`config.mk`:
```
export PLATFORM = sky130hd
export DESIGN_NAME = button_gesture
export DESIGN_NICKNAME = d
export VERILOG_FILES = /design/src/rtl/button_gesture.sv
export SDC_FILE = /design/constraint.sdc
export NUM_CORES = 1
export LEC_CHECK = 0
export ABC_AREA = 1
export BUFFER_PORTS_ARGS = -buffer_cell sky130_fd_sc_hd__buf_2
export CORE_AREA = 2 2 74 76
export CTS_CLUSTER_DIAMETER = 150
export CTS_CLUSTER_SIZE = 40
export DETAILED_ROUTE_END_ITERATION = 10
export DIE_AREA = 0 0 76 78
export GPL_ROUTABILITY_DRIVEN = 0
export GPL_TIMING_DRIVEN = 0
export PLACE_DENSITY = 0.68
export SLEW_MARGIN = 20
export SYNTH_ARGS = -nofsm -noshare
export SYNTH_HDL_FRONTEND = slang
export SYNTH_SLANG_ARGS = --single-unit
```
`constraint.sdc`:
```
create_clock -name clk -period 2 [get_ports clk]
set_clock_uncertainty 0.2 [all_clocks]
set_input_delay 0.4 -clock clk [delete_from_list [all_inputs] [get_ports clk]]
set_output_delay 0.4 -clock clk [all_outputs]
set_load 0.005 [all_outputs]
```
`src/rtl/button_gesture.sv`:
```
// Turns a debounced button level into one-cycle gesture pulses plus held/busy levels.
// Latency: every output is registered and changes on the edge that samples the btn edge or terminal count.
// No backpressure: pulses are fire-and-forget. release/repeat are keywords, hence the _evt port names.
module button_gesture #(
  parameter int LONG_CYCLES   = 50_000_000,
  parameter int DCLICK_CYCLES = 25_000_000,
  parameter int REPEAT_CYCLES = 10_000_000,
  parameter int CNT_W         = 26
) (
  input  logic clk,
  input  logic rst,
  input  logic btn,
  output logic press,
  output logic release_evt,
  output logic click,
  output logic dclick,
  output logic long_press,
  output logic repeat_evt,
  output logic held,
  output logic busy
);

  typedef enum logic [2:0] {IDLE, PRESS1, WAIT2, PRESS2, LONG} state_t;

  localparam logic [CNT_W-1:0] LONG_TC   = CNT_W'(LONG_CYCLES - 1);
  localparam logic [CNT_W-1:0] DCLICK_TC = CNT_W'(DCLICK_CYCLES - 1);
  localparam logic [CNT_W-1:0] REPEAT_TC = CNT_W'(REPEAT_CYCLES - 1);

  state_t           state_q, state_d;
  logic [CNT_W-1:0] cnt_q, cnt_d;
  logic             btn_q, btn_d;
  logic             press_q, press_d;
  logic             release_q, release_d;
  logic             click_q, click_d;
  logic             dclick_q, dclick_d;
  logic             long_q, long_d;
  logic             repeat_q, repeat_d;
  logic             held_q, held_d;
  logic             busy_q, busy_d;

  logic rise, fall, long_tc, dclick_tc, repeat_tc, repeat_hit;

  // Edge detection against the previous sample, plus terminal-count decodes
  always_comb begin
    btn_d      = btn;
    rise       = btn & ~btn_q;
    fall       = ~btn & btn_q;
    long_tc    = (cnt_q == LONG_TC);
    dclick_tc  = (cnt_q == DCLICK_TC);
    repeat_tc  = (cnt_q == REPEAT_TC);
    // A release in the same cycle as the repeat terminal suppresses the repeat
    repeat_hit = (state_q == LONG) && !fall && repeat_tc;
  end

  // State, counter and input-history registers; btn_q resets high so a button
  // held through reset must be released before it can produce a press
  always_ff @(posedge clk or posedge rst) begin
    if (rst) begin
      state_q <= IDLE;
      cnt_q   <= '0;
      btn_q   <= 1'b1;
    end else begin
      state_q <= state_d;
      cnt_q   <= cnt_d;
      btn_q   <= btn_d;
    end
  end

  // Next state: btn edges are tested before terminal counts so edges always win
  always_comb begin
    state_d = state_q;
    unique case (state_q)
      IDLE:    if (rise) state_d = PRESS1;
      PRESS1:  if (fall) state_d = WAIT2;
               else if (long_tc && btn) state_d = LONG;
      WAIT2:   if (rise) state_d = PRESS2;
               else if (dclick_tc) state_d = IDLE;
      PRESS2:  if (fall) state_d = IDLE;
               else if (long_tc) state_d = LONG;
      LONG:    if (fall) state_d = IDLE;
      default: state_d = IDLE;
    endcase
    // Counter restarts on every state entry and on each repeat period
    if ((state_d != state_q) || (state_q == IDLE) || repeat_hit) cnt_d = '0;
    else cnt_d = cnt_q + CNT_W'(1);
  end

  // Output decode: pulses for the transition being taken on this edge
  always_comb begin
    press_d   = 1'b0;
    release_d = 1'b0;
    click_d   = 1'b0;
    dclick_d  = 1'b0;
    long_d    = 1'b0;
    repeat_d  = 1'b0;
    unique case (state_q)
      IDLE:    press_d = rise;
      PRESS1:  begin
                 release_d = fall;
                 long_d    = !fall && long_tc && btn;
               end
      WAIT2:   begin
                 press_d = rise;
                 click_d = !rise && dclick_tc;
               end
      PRESS2:  begin
                 release_d = fall;
                 dclick_d  = fall;
                 // The first tap still counts as a click when the second turns long
                 click_d   = !fall && long_tc;
                 long_d    = !fall && long_tc;
               end
      LONG:    begin
                 release_d = fall;
                 repeat_d  = repeat_hit;
               end
      default: ;
    endcase
    held_d = (state_d == PRESS1) || (state_d == PRESS2) || (state_d == LONG);
    busy_d = (state_d != IDLE);
  end

  // Output registers, cleared immediately by reset
  always_ff @(posedge clk or posedge rst) begin
    if (rst) begin
      press_q   <= 1'b0;
      release_q <= 1'b0;
      click_q   <= 1'b0;
      dclick_q  <= 1'b0;
      long_q    <= 1'b0;
      repeat_q  <= 1'b0;
      held_q    <= 1'b0;
      busy_q    <= 1'b0;
    end else begin
      press_q   <= press_d;
      release_q <= release_d;
      click_q   <= click_d;
      dclick_q  <= dclick_d;
      long_q    <= long_d;
      repeat_q  <= repeat_d;
      held_q    <= held_d;
      busy_q    <= busy_d;
    end
  end

  assign press       = press_q;
  assign release_evt = release_q;
  assign click       = click_q;
  assign dclick      = dclick_q;
  assign long_press  = long_q;
  assign repeat_evt  = repeat_q;
  assign held        = held_q;
  assign busy        = busy_q;

endmodule
```
==> results of run 1 <==
per-layer routing:
layer	vias to the layer above	GRT usage, %	part of all wire (%)
met4	0	7.27	1.6
met2	39	33.8	49
li1	1012	-	-
met1	988	27.1	45
met3	9	3.84	3.7
met5	-	0	0
area by class of cell:
cell class / count / area, sq um / share of cell area (%)
plain buffers: 6 / 73.8 / 2.39
clock buffers: 8 / 90.1 / 2.92
inverters: 38 / 145 / 4.70
multi-input cells: 212 / 1440 / 46.7
flip-flops and latches: 38 / 966 / 31.3
well taps: 70 / 87.6 / 2.84
repair buffers: 30 / 283 / 9.16
state kept, by name (all words and copies together) (netlist names):
| register | cells |
|---|---|
| release_evt | 1 |
| long_press | 1 |
| dclick | 1 |
| held | 1 |
| repeat_evt | 1 |
| busy | 1 |
| click | 1 |
| state_q | 3 |
| btn_q | 1 |
| press | 1 |
| cnt_q | 26 |
path summary, 6_finish.rpt:
kind | from | to | slack, ps | cells after the start
max | cnt_q[1] | cnt_q[22] | -90 | 14
min | btn | btn_q | 60 | 1
max reg2reg | cnt_q[1] | cnt_q[22] | -90 | 14
min reg2reg | state_q[2] | press | 340 | 1
max in group asynchronous | rst | cnt_q[10] | 700 | 4
min in group asynchronous | rst | cnt_q[22] | 450 | 3
what timing repair did:
item                       4_1_cts  5_1_grt
hold endpoints to repair        16        0
hold buffers                     1        0
setup endpoints to repair       26       27
pin swaps                        7        7
resized for setup               10       32
setup buffers                   10        6
gates cloned                     2        0
placed cells by master, fill, tap and decap left out, drive strengths merged:
master and instances:
nor2 71, nand2 56, inv 38, dfrtp 37, buf 34, nand3 22, xor2 18, nand4 17
nor3 10, clkbuf 9, nor4 6, xnor2 4, o21ai 2, a21oi 2, nand3b 1, nor4b 1
a2111oi 1, ha 1, dfstp 1, dlygate4sd3 1
power groups by stage:
stage          logic [uW]  registers, uW  clock network, uW
6_report              730            847                546
5_1_grt               781            851                603
3_3_place_gp          446            857                  0
2_1_floorplan         368            854                  0
3_5_place_dp          461            859                  0
4_1_cts               694            840                563
logic make-up after synthesis:
family | share of synthesized area (%)
xor gates and xnor gates | 7.72
AOI/OAI and AO/OA | 1.15
and+or+nand+nor | 44.0
buffers and inverters | 8.43
DFF | 38.2
adders and majority gates | 0.501
metrics by stage:
step	utilization, %	power, uW	cell area (sq um)	worst slack, ps	TNS, ps
finish	61.2	2120	3090	-91.3	-1850
global route	61.2	2240	3090	-175	-3960
CTS	58.2	2100	2930	-119	-2530
detailed placement	52.8	1320	2660	-300	-6580
global placement	52.3	1300	2640	-253	-5550
floorplan	-	1220	2500	2.14	0
==> metrics.log, run 1 <==
INFO  metric timing.critical_path.max_delay_family = simple AND/OR/NAND/NOR gates
INFO  metric dp.final_hpwl = 4020 um
INFO  metric relSlewSlack = 72.5%
INFO  metric tritoncts.num_buffers = 5
INFO  metric synthArstFlopShare = 100%
INFO  metric finalCritPeriodShare = 105%
INFO  metric p_leak = 0.00127 uW
INFO  metric layout_overhead_on_the_synthesized_area = 23.8%
INFO  metric cts-root-to-sink-buffers = 2
INFO  metric setup_slack = -91.3 ps
INFO  metric clock_latency = 290 ps
INFO  metric p_int = 1450 uW
INFO  metric setup_viol_count_final = 25
INFO  metric cap_violations = 0
INFO  metric yosysWarnings = 0
INFO  metric design.final.nets = 335
INFO  metric final_layout_size_suffix_gt1_share = 37.7%
INFO  metric syn_area = 2490 sq um
INFO  metric power.density_cell_area = 688 nW/um^2
INFO  metric antenna_violating_nets_post_route = 0
INFO  metric synth.avg_cell_area = 8.49 sq um
INFO  metric grt_pass1_vias = 1956
INFO  metric postSynthCellCount = 294
INFO  metric numPortBuffers = 10
INFO  metric number_of_buffers_and_inverters_on_the_critical_path = 3
INFO  metric timing.critical_path.cells = ha_4 -> nand3_4 -> inv_4 -> nand2_4 -> nor2_4 -> nand2_1 -> nand2_2 -> nand2_2 -> nand3_4 -> nand2_4 -> nand4_4 -> buf_12 -> buf_12 -> nor2_4
INFO  metric worst_slew_pin_slew = 408 ps
INFO  metric die_height = 78 um
INFO  metric postSynthNetCount = 298
INFO  metric timing_hold_violations_final = 0
INFO  metric synthFlopType = sky130_fd_sc_hd__dfrtp_1
INFO  metric netlist_top_cells_area = sky130_fd_sc_hd__dfrtp_1, sky130_fd_sc_hd__nor2_4, sky130_fd_sc_hd__nand2_1
INFO  metric drtPass1Iterations = 4
INFO  metric critPathArrivalTime = 2120 ps
INFO  metric placed_cells_incl_taps = 375
INFO  metric peakVddDrop = 476 uV
INFO  metric synth_sequential_area_ratio = 38.2%
INFO  metric yosys_register_bits = 38
INFO  metric detail_route.vias_per_cell = 5.09
INFO  metric final_max_slew_viol_count = 0
INFO  metric first_pass_grt_wire_length = 9600 um
INFO  metric synth_commonest_cells = sky130_fd_sc_hd__nand2_1, sky130_fd_sc_hd__nor2_1, sky130_fd_sc_hd__dfrtp_1
INFO  metric cts-root-buf = sky130_fd_sc_hd__clkbuf_8
INFO  metric initial_core_util = 49.5%
INFO  metric drt_iter0_markers = 134
INFO  metric failed_checks = setup timing
INFO  metric critical-path-slowest-cell = sky130_fd_sc_hd__dfrtp_1
INFO  metric global_route.overflow_total = 0
INFO  metric core_region_area = 5040 sq um
INFO  metric clk_pin_slew_worst_paths = 70 ps
INFO  metric min_path_type = input port to flip-flop
INFO  metric dieArea = 5930 sq um
INFO  metric hold_slack = 58.5 ps
INFO  metric part_of_the_power_in_the_clock_network = 25.7%
INFO  metric timing.critical_path.slowest_cell_delay = 420 ps
INFO  metric outcome = finished, violations left
INFO  metric synth_enable_flop_cells = 0
INFO  metric max_freq = 0.478 GHz
INFO  metric i_o_pin_cnt = 11
INFO  metric maximum_number_of_pins_on_one_net_before_global_route_repair = 22
INFO  metric antenna_found_initial = 0
INFO  metric number_of_sinks_handled_by_clock_tree_synthesis = 38
INFO  metric critPathKind = flip-flop to flip-flop
INFO  metric grt_usage = 20.5%
INFO  metric critical_path.endpoint_type = flip-flop
INFO  metric seq_power_share = 39.9%
INFO  metric routed_vias = 2048
INFO  metric rsz0062_at_grt = yes
INFO  metric synth_cell_types = 30
INFO  metric wirelength = 5610 um
INFO  metric cts-htree-levels = 2
INFO  metric dieWidth = 76 um
INFO  metric std_cell_rows = 26
INFO  metric cp_max_fo = 5
INFO  metric reported_net_switching_power = 674 uW
INFO  metric cell_type_contributing_the_most_total_cell_area_after_synthesis = sky130_fd_sc_hd__dfrtp_1
INFO  metric detail_route.wl_per_cell = 14.0 um
INFO  metric swShare = 31.8%
INFO  metric finalNonFillerCells = 402
INFO  metric drcViolationCount = 0
INFO  metric cts_tree = yes
INFO  metric critical_path_required = 2030 ps
INFO  metric worstSetupStartpointType = flip-flop
INFO  metric yosys.cell_count.top_type = sky130_fd_sc_hd__nand2_1
INFO  metric filler_cell_count = 425
INFO  metric period_needed = 2090 ps
INFO  metric n_antenna_cell = 0
INFO  metric power.combinational.fraction = 34.4%
INFO  metric post-synth-top-area-fraction = 37.1%
Power figures use the tool's default switching activity.
==> run 2: changes to the inputs <==
--- a/config.mk
+++ b/config.mk
@@ -5,13 +5,12 @@
 export SDC_FILE = /design/constraint.sdc
 export NUM_CORES = 1
 export LEC_CHECK = 0
-export ABC_AREA = 1
 export BUFFER_PORTS_ARGS = -buffer_cell sky130_fd_sc_hd__buf_2
-export CORE_AREA = 2 2 74 76
+export CORE_AREA = 3 3 70 72
 export CTS_CLUSTER_DIAMETER = 150
 export CTS_CLUSTER_SIZE = 40
 export DETAILED_ROUTE_END_ITERATION = 10
-export DIE_AREA = 0 0 76 78
+export DIE_AREA = 0 0 73 75
 export GPL_ROUTABILITY_DRIVEN = 0
 export GPL_TIMING_DRIVEN = 0
 export PLACE_DENSITY = 0.68
==> run 2 against run 1 <==
Against the previous run: the run still ends with setup timing left; via count is 11% lower; hold slack better by 37 ps; clock power up 17%; largest cell class unchanged; critical path type unchanged; sequential power about the same; power decreased by 11%; combinational power shrank 46%; critical endpoint is now cnt_q[12].
==> metrics.log, run 2 <==
INFO  metric outcome = finished, violations left
INFO  metric failed_checks = setup timing
INFO  metric relSlewSlack = 69.9%
INFO  metric core_region_area = 4350 sq um
INFO  metric layout.cells.most_common_list = sky130_fd_sc_hd__dfrtp_1, sky130_fd_sc_hd__nor2_1, sky130_fd_sc_hd__xnor2_1, sky130_fd_sc_hd__buf_4, sky130_fd_sc_hd__nand2_1
INFO  metric detail_route.wl_per_cell = 16.8 um
INFO  metric grt_usage = 21.1%
INFO  metric synth_commonest_cells = sky130_fd_sc_hd__dfrtp_1, sky130_fd_sc_hd__nor2_1, sky130_fd_sc_hd__xnor2_1
INFO  metric drcViolationCount = 0
INFO  metric yosysWarnings = 0
INFO  metric first_pass_grt_wire_length = 8780 um
INFO  metric design.final.nets = 261
INFO  metric critPathKind = flip-flop to flip-flop
INFO  metric part_of_the_power_in_the_clock_network = 33.9%
INFO  metric hold_slack = 96.0 ps
INFO  metric maximum_number_of_pins_on_one_net_before_global_route_repair = 21
INFO  metric i_o_pin_cnt = 11
INFO  metric seq_power_share = 45.0%
INFO  metric n_antenna_cell = 0
INFO  metric grt_pass1_vias = 1833
INFO  metric cts-root-buf = sky130_fd_sc_hd__clkbuf_8
INFO  metric gr-usage-met2 = 36.7%
INFO  metric synthFlopType = sky130_fd_sc_hd__dfrtp_1
INFO  metric setup_slack = -274 ps
INFO  metric netlist_top_cells_area = sky130_fd_sc_hd__dfrtp_1, sky130_fd_sc_hd__xnor2_1, sky130_fd_sc_hd__nor3_2
INFO  metric tritoncts.num_buffers = 5
INFO  metric power.combinational.fraction = 21.1%
INFO  metric die_height = 75 um
INFO  metric cap_violations = 0
INFO  metric cts-htree-levels = 2
INFO  metric rsz0062_at_grt = yes
INFO  metric critical_path_required = 1970 ps
INFO  metric post-synth-top-area-fraction = 43.1%
INFO  metric layout_overhead_on_the_synthesized_area = 26.6%
INFO  metric min_path_type = input port to flip-flop
INFO  metric worst_slew_pin_slew = 450 ps
INFO  metric synthArstFlopShare = 100%
INFO  metric period_needed = 2270 ps
INFO  metric global_route.overflow_total = 0
INFO  metric postSynthCellCount = 225
INFO  metric reported_net_switching_power = 513 uW
INFO  metric cts-root-to-sink-buffers = 2
INFO  metric mostFrequentLayoutCell = sky130_fd_sc_hd__dfrtp_1
INFO  metric synth_cell_types = 42
INFO  metric numPortBuffers = 10
INFO  metric placement.cell_area = 2310 sq um
INFO  metric finish.instance_area = 2720 sq um
INFO  metric filler_cell_count = 359
INFO  metric cp_max_fo = 5
INFO  metric max_freq = 0.440 GHz
INFO  metric grt_most_used_layer = met2
INFO  metric drt_iter0_markers = 86
INFO  metric synth_enable_flop_cells = 0
INFO  metric max_flop_register = cnt_q
INFO  metric wirelength = 5200 um
INFO  metric setup_viol_count_final = 29
INFO  metric clk_pin_slew_worst_paths = 70 ps
INFO  metric postSynthNetCount = 229
INFO  metric detail_route.vias_per_cell = 5.86
INFO  metric final_layout_size_suffix_gt1_share = 35.3%
INFO  metric seqCellArea = 963 sq um
INFO  metric finalCritPeriodShare = 114%
INFO  metric drtPass1Iterations = 4
INFO  metric yosys.cell_count.top_type = sky130_fd_sc_hd__dfrtp_1
INFO  metric multi_input_area = 1270 sq um
INFO  metric dieArea = 5480 sq um
INFO  metric antenna_found_initial = 0
INFO  metric power.density_cell_area = 693 nW/um^2
INFO  metric syn_area = 2150 sq um
INFO  metric synth_sequential_area_ratio = 44.3%
INFO  metric initial_core_util = 49.4%
INFO  metric clock_latency = 290 ps
INFO  metric final_max_slew_viol_count = 0
INFO  metric swShare = 27.2%
INFO  metric std_cell_rows = 24
INFO  metric routed_vias = 1816
INFO  metric critical_path.endpoint_type = flip-flop
INFO  metric final_core_area_utilization = 62.5%
INFO  metric p_int = 1370 uW
INFO  metric number_of_sinks_handled_by_clock_tree_synthesis = 38
INFO  metric dp.final_hpwl = 3340 um
INFO  metric peakVddDrop = 304 uV
INFO  metric worstSetupStartpointType = flip-flop
INFO  metric yosys_register_bits = 38
INFO  metric largest_register_ff_count = 26
INFO  metric cell_type_contributing_the_most_total_cell_area_after_synthesis = sky130_fd_sc_hd__dfrtp_1
INFO  metric synth.avg_cell_area = 9.55 sq um
INFO  metric timing_hold_violations_final = 0
INFO  metric dieWidth = 73 um
INFO  metric critPathArrivalTime = 2240 ps
INFO  metric met3_usage = 4.41%
INFO  metric p_leak = 0.00109 uW
INFO  metric antenna_violating_nets_post_route = 0
INFO  metric largestRegisters = cnt_q (26), state_q (3)
INFO  metric met1_usage = 25.0%
INFO  metric cts_tree = yes
## run 2: cell families after synthesis
kind of cell | after synthesis | synth area share, %
AND/OR/NAND/NOR | 124 | 33.9
flip-flops | 38 | 44.3
XOR/XNOR | 23 | 9.37
buffers and inverters | 20 | 4.66
AO/OA/AOI/OAI | 19 | 7.22
adder cells (fa/ha/maj) | 1 | 0.582
## run 2: path summary, 6_finish.rpt
check	start	endpoint	slack, ps	cells past startpoint
max	cnt_q[1]	cnt_q[12]	-270	8
min	btn	btn_q	100	1
max reg2reg	cnt_q[1]	cnt_q[12]	-270	8
min reg2reg	cnt_q[0]	cnt_q[0]	350	2
max in group asynchronous	rst	btn_q	620	4
min in group asynchronous	rst	click	460	3
## run 2: through the flow
| stage | cells | power, uW | setup TNS (ps) | setup slack, ps |
|---|---|---|---|---|
| floorplan | 225 | 1080 | -3780 | -195 |
| global placement | 287 | 1150 | -12290 | -555 |
| detailed placement | 288 | 1160 | -12270 | -551 |
| CTS | 310 | 1900 | -5580 | -256 |
| global route | 310 | 1980 | -7410 | -332 |
| finish | 310 | 1880 | -5490 | -274 |
## run 2: critical path: stages, from the launching register on
cell                       delay [ps]
sky130_fd_sc_hd__dfrtp_1          360
sky130_fd_sc_hd__ha_2             190
sky130_fd_sc_hd__and3_4           210
sky130_fd_sc_hd__nand3_4           70
sky130_fd_sc_hd__or4_4            510
sky130_fd_sc_hd__o211ai_4         280
sky130_fd_sc_hd__buf_6            160
sky130_fd_sc_hd__buf_8            120
sky130_fd_sc_hd__nor3_2            50
## run 2: routing by layer
layer	routed length, um	share of wire, %	up-vias
met5	0	0	-
met4	113	2.2	0
met3	271	5.2	11
met2	2610	50	59
met1	2200	42	877
li1	-	-	869
## run 2: area by class of cell
type                    count  area share (%)
multi-input cells         167            46.7
flip-flops and latches     38            35.4
repair buffers             29            8.18
clock buffers               7            2.80
well taps                  52            2.39
plain buffers               8            2.34
clock inverters             1            1.10
inverters                   8            1.10
## run 2: what timing repair did
action / CTS / global route
hold endpoints to repair: 19 / 0
gates cloned: 1 / 0
buffers inserted: 14 / 5
hold buffers: 1 / 0
endpoints found under the setup margin: 31 / 31
pin swaps: 10 / 8
resized for setup: 32 / 13
## run 2: power by group through the flow
stage               Combinational, uW  Sequential [uW]  Clock (uW)
global route                      443              854         682
finish                            397              849         639
global placement                  287              863           0
floorplan                         222              858           0
CTS                               407              846         648
detailed placement                296              864           0
==> run 3: changes to the inputs <==
--- a/config.mk
+++ b/config.mk
@@ -14,6 +14,7 @@
 export GPL_ROUTABILITY_DRIVEN = 0
 export GPL_TIMING_DRIVEN = 0
 export PLACE_DENSITY = 0.68
+export SKIP_LAST_GASP = 1
 export SLEW_MARGIN = 20
 export SYNTH_ARGS = -nofsm -noshare
 export SYNTH_HDL_FRONTEND = slang
==> run 3 against run 2 <==
Against the previous run: die area unchanged; largest power group unchanged; the flow still finishes with violations (setup timing); largest cell class unchanged; maximum frequency up 0.28%; sequential share of layout area about the same; worst setup slack better by 6.3 ps.
==> metrics.log, run 3 (synthesis results as in run 2) <==
INFO  metric p_int = 1370 uW
INFO  metric drcViolationCount = 0
INFO  metric timing_hold_violations_final = 0
INFO  metric cts-root-to-sink-buffers = 2
INFO  metric final_max_slew_viol_count = 0
INFO  metric dieWidth = 73 um
INFO  metric dp.final_hpwl = 3340 um
INFO  metric global_route.overflow_total = 0
INFO  metric layout_overhead_on_the_synthesized_area = 26.4%
INFO  metric seq_power_share = 45.1%
INFO  metric antenna_violating_nets_post_route = 0
INFO  metric reported_net_switching_power = 512 uW
INFO  metric i_o_pin_cnt = 11
INFO  metric n_antenna_cell = 0
INFO  metric setup_slack = -267 ps
INFO  metric max_flop_register = cnt_q
INFO  metric p_leak = 0.00109 uW
INFO  metric period_needed = 2270 ps
INFO  metric dieArea = 5480 sq um
INFO  metric cts-htree-levels = 2
INFO  metric timing.critical_path.max_delay_family = simple AND/OR/NAND/NOR gates
INFO  metric final_layout_size_suffix_gt1_share = 34.5%
INFO  metric grt_usage = 21.0%
INFO  metric initial_core_util = 49.4%
INFO  metric core_region_area = 4350 sq um
INFO  metric peakVddDrop = 304 uV
INFO  metric regToRegStartpoint = cnt_q[8]
INFO  metric critPathArrivalTime = 2240 ps
INFO  metric timing.critical_path.slowest_cell_delay = 550 ps
INFO  metric clk_pin_slew_worst_paths = 80 ps
INFO  metric number_of_buffers_and_inverters_on_the_critical_path = 2
INFO  metric detail_route.wl_per_cell = 16.8 um
INFO  metric wirelength = 5210 um
INFO  metric min_delay_path_depth = 1
INFO  metric rsz0062_at_grt = yes
INFO  metric finalCritPeriodShare = 113%
INFO  metric clock_latency = 290 ps
INFO  metric layout.cells.most_common_list = sky130_fd_sc_hd__dfrtp_1, sky130_fd_sc_hd__nor2_1, sky130_fd_sc_hd__xnor2_1, sky130_fd_sc_hd__nand2_1, sky130_fd_sc_hd__buf_4
INFO  metric worst_slew_pin_slew = 452 ps
INFO  metric cts_tree = yes
INFO  metric setup_viol_count_final = 29
INFO  metric worst-r2r-cell-count = 7
INFO  metric cap_violations = 0
INFO  metric min_path_type = input port to flip-flop
INFO  metric cp-startpoint = cnt_q[8]
INFO  metric number_of_sinks_handled_by_clock_tree_synthesis = 38
INFO  metric design.final.nets = 261
INFO  metric critical_path.endpoint_type = flip-flop
INFO  metric drtPass1Iterations = 5
INFO  metric critical_path_required = 1970 ps
INFO  metric numPortBuffers = 10
INFO  metric power.combinational.fraction = 21.0%
INFO  metric cp_max_fo = 7
INFO  metric largestRegisters = cnt_q (26), state_q (3)
INFO  metric power.density_cell_area = 693 nW/um^2
INFO  metric cp_depth = 7
INFO  metric first_pass_grt_wire_length = 8760 um
INFO  metric drt_iter0_markers = 63
INFO  metric tritoncts.num_buffers = 5
INFO  metric max_freq = 0.441 GHz
INFO  metric mostFrequentLayoutCell = sky130_fd_sc_hd__dfrtp_1
INFO  metric critPathKind = flip-flop to flip-flop
INFO  metric relSlewSlack = 69.8%
INFO  metric swShare = 27.2%
INFO  metric worst_setup_path_endpoint = cnt_q[20]
INFO  metric timing.critical_path.cells = nor2_2 -> nand3_1 -> or4_4 -> o211ai_4 -> buf_6 -> buf_8 -> nor3_2
INFO  metric failed_checks = setup timing
INFO  metric std_cell_rows = 24
INFO  metric finish.instance_area = 2720 sq um
INFO  metric die_height = 75 um
INFO  metric worstSetupStartpointType = flip-flop
INFO  metric setup.reg_to_reg.worst_slack = -270 ps
INFO  metric seqCellArea = 961 sq um
INFO  metric outcome = finished, violations left
INFO  metric filler_cell_count = 361
INFO  metric largest_register_ff_count = 26
INFO  metric part_of_the_power_in_the_clock_network = 33.9%
INFO  metric critical-path-slowest-cell = sky130_fd_sc_hd__or4_4
INFO  metric cts-root-buf = sky130_fd_sc_hd__clkbuf_8
INFO  metric routed_vias = 1843
INFO  metric placement.cell_area = 2310 sq um
INFO  metric total_power = 1880 uW
INFO  metric multi_input_area = 1260 sq um
INFO  metric antenna_found_initial = 0
INFO  metric grt_pass1_vias = 1817
INFO  metric maximum_number_of_pins_on_one_net_before_global_route_repair = 21
INFO  metric detail_route.vias_per_cell = 5.95
INFO  metric timing.rr.end = cnt_q[20]
==> run 3: worst register-to-register path: stages (launching register included) <==
cell                       delay (ps)
sky130_fd_sc_hd__dfrtp_1          500
sky130_fd_sc_hd__nor2_2           190
sky130_fd_sc_hd__nand3_1          120
sky130_fd_sc_hd__or4_4            550
sky130_fd_sc_hd__o211ai_4         280
sky130_fd_sc_hd__buf_6            160
sky130_fd_sc_hd__buf_8            120
sky130_fd_sc_hd__nor3_2            40
==> run 3: stage by stage <==
step                      setup slack (ps)  instances  TNS (ps)  utilization, %  hold slack (ps)
after floorplan                       -195        225     -3780               -              204
after global placement                -555        287    -12290            52.5              297
after detailed placement              -551        288    -12270            53.1              235
after CTS                             -256        310     -5600            61.6             79.0
after global routing                  -332        310     -7660            62.4             87.6
final                                 -267        310     -5530            62.4             93.5
==> run 3: timing repair <==
action,in CTS,in global routing
pin swaps,9,7
hold endpoints to repair,19,0
setup buffers,14,4
endpoints found under the setup margin,31,31
hold buffers,1,0
resized for setup,30,13
gates cloned,1,0
==> run 3: worst min path at each step <==
stage,startpoint,end
after detailed placement,rst,click
after floorplan,btn,btn_q
after global placement,cnt_q[0],cnt_q[0]
after CTS,btn,btn_q
final,btn,btn_q
after global routing,btn,btn_q
==> run 3: cell type report <==
cell class | count | area share (%)
Buffer | 8 | 2.35
Clock buffer | 7 | 2.81
Clock inverter | 1 | 1.11
Inverter | 8 | 1.11
Multi-Input combinational cell | 167 | 46.5
Sequential cell | 38 | 35.4
Tap cell | 52 | 2.40
Timing Repair Buffer | 29 | 8.34
==> run 3: power groups by stage <==
stage / Sequential [uW] / Combinational (uW) / Clock (uW)
after global routing: 855 / 442 / 682
after detailed placement: 864 / 296 / 0
final: 849 / 395 / 639
after global placement: 863 / 287 / 0
after CTS: 846 / 407 / 648
after floorplan: 858 / 222 / 0
==> run 3: layer usage <==
layer	global-route usage, %	vias to the layer above	share of wire (%)
met4	8.61	0	2.7
met3	4.41	15	4.2
met2	36.8	50	50
met5	0	-	0
li1	-	869	-
met1	25.0	909	43
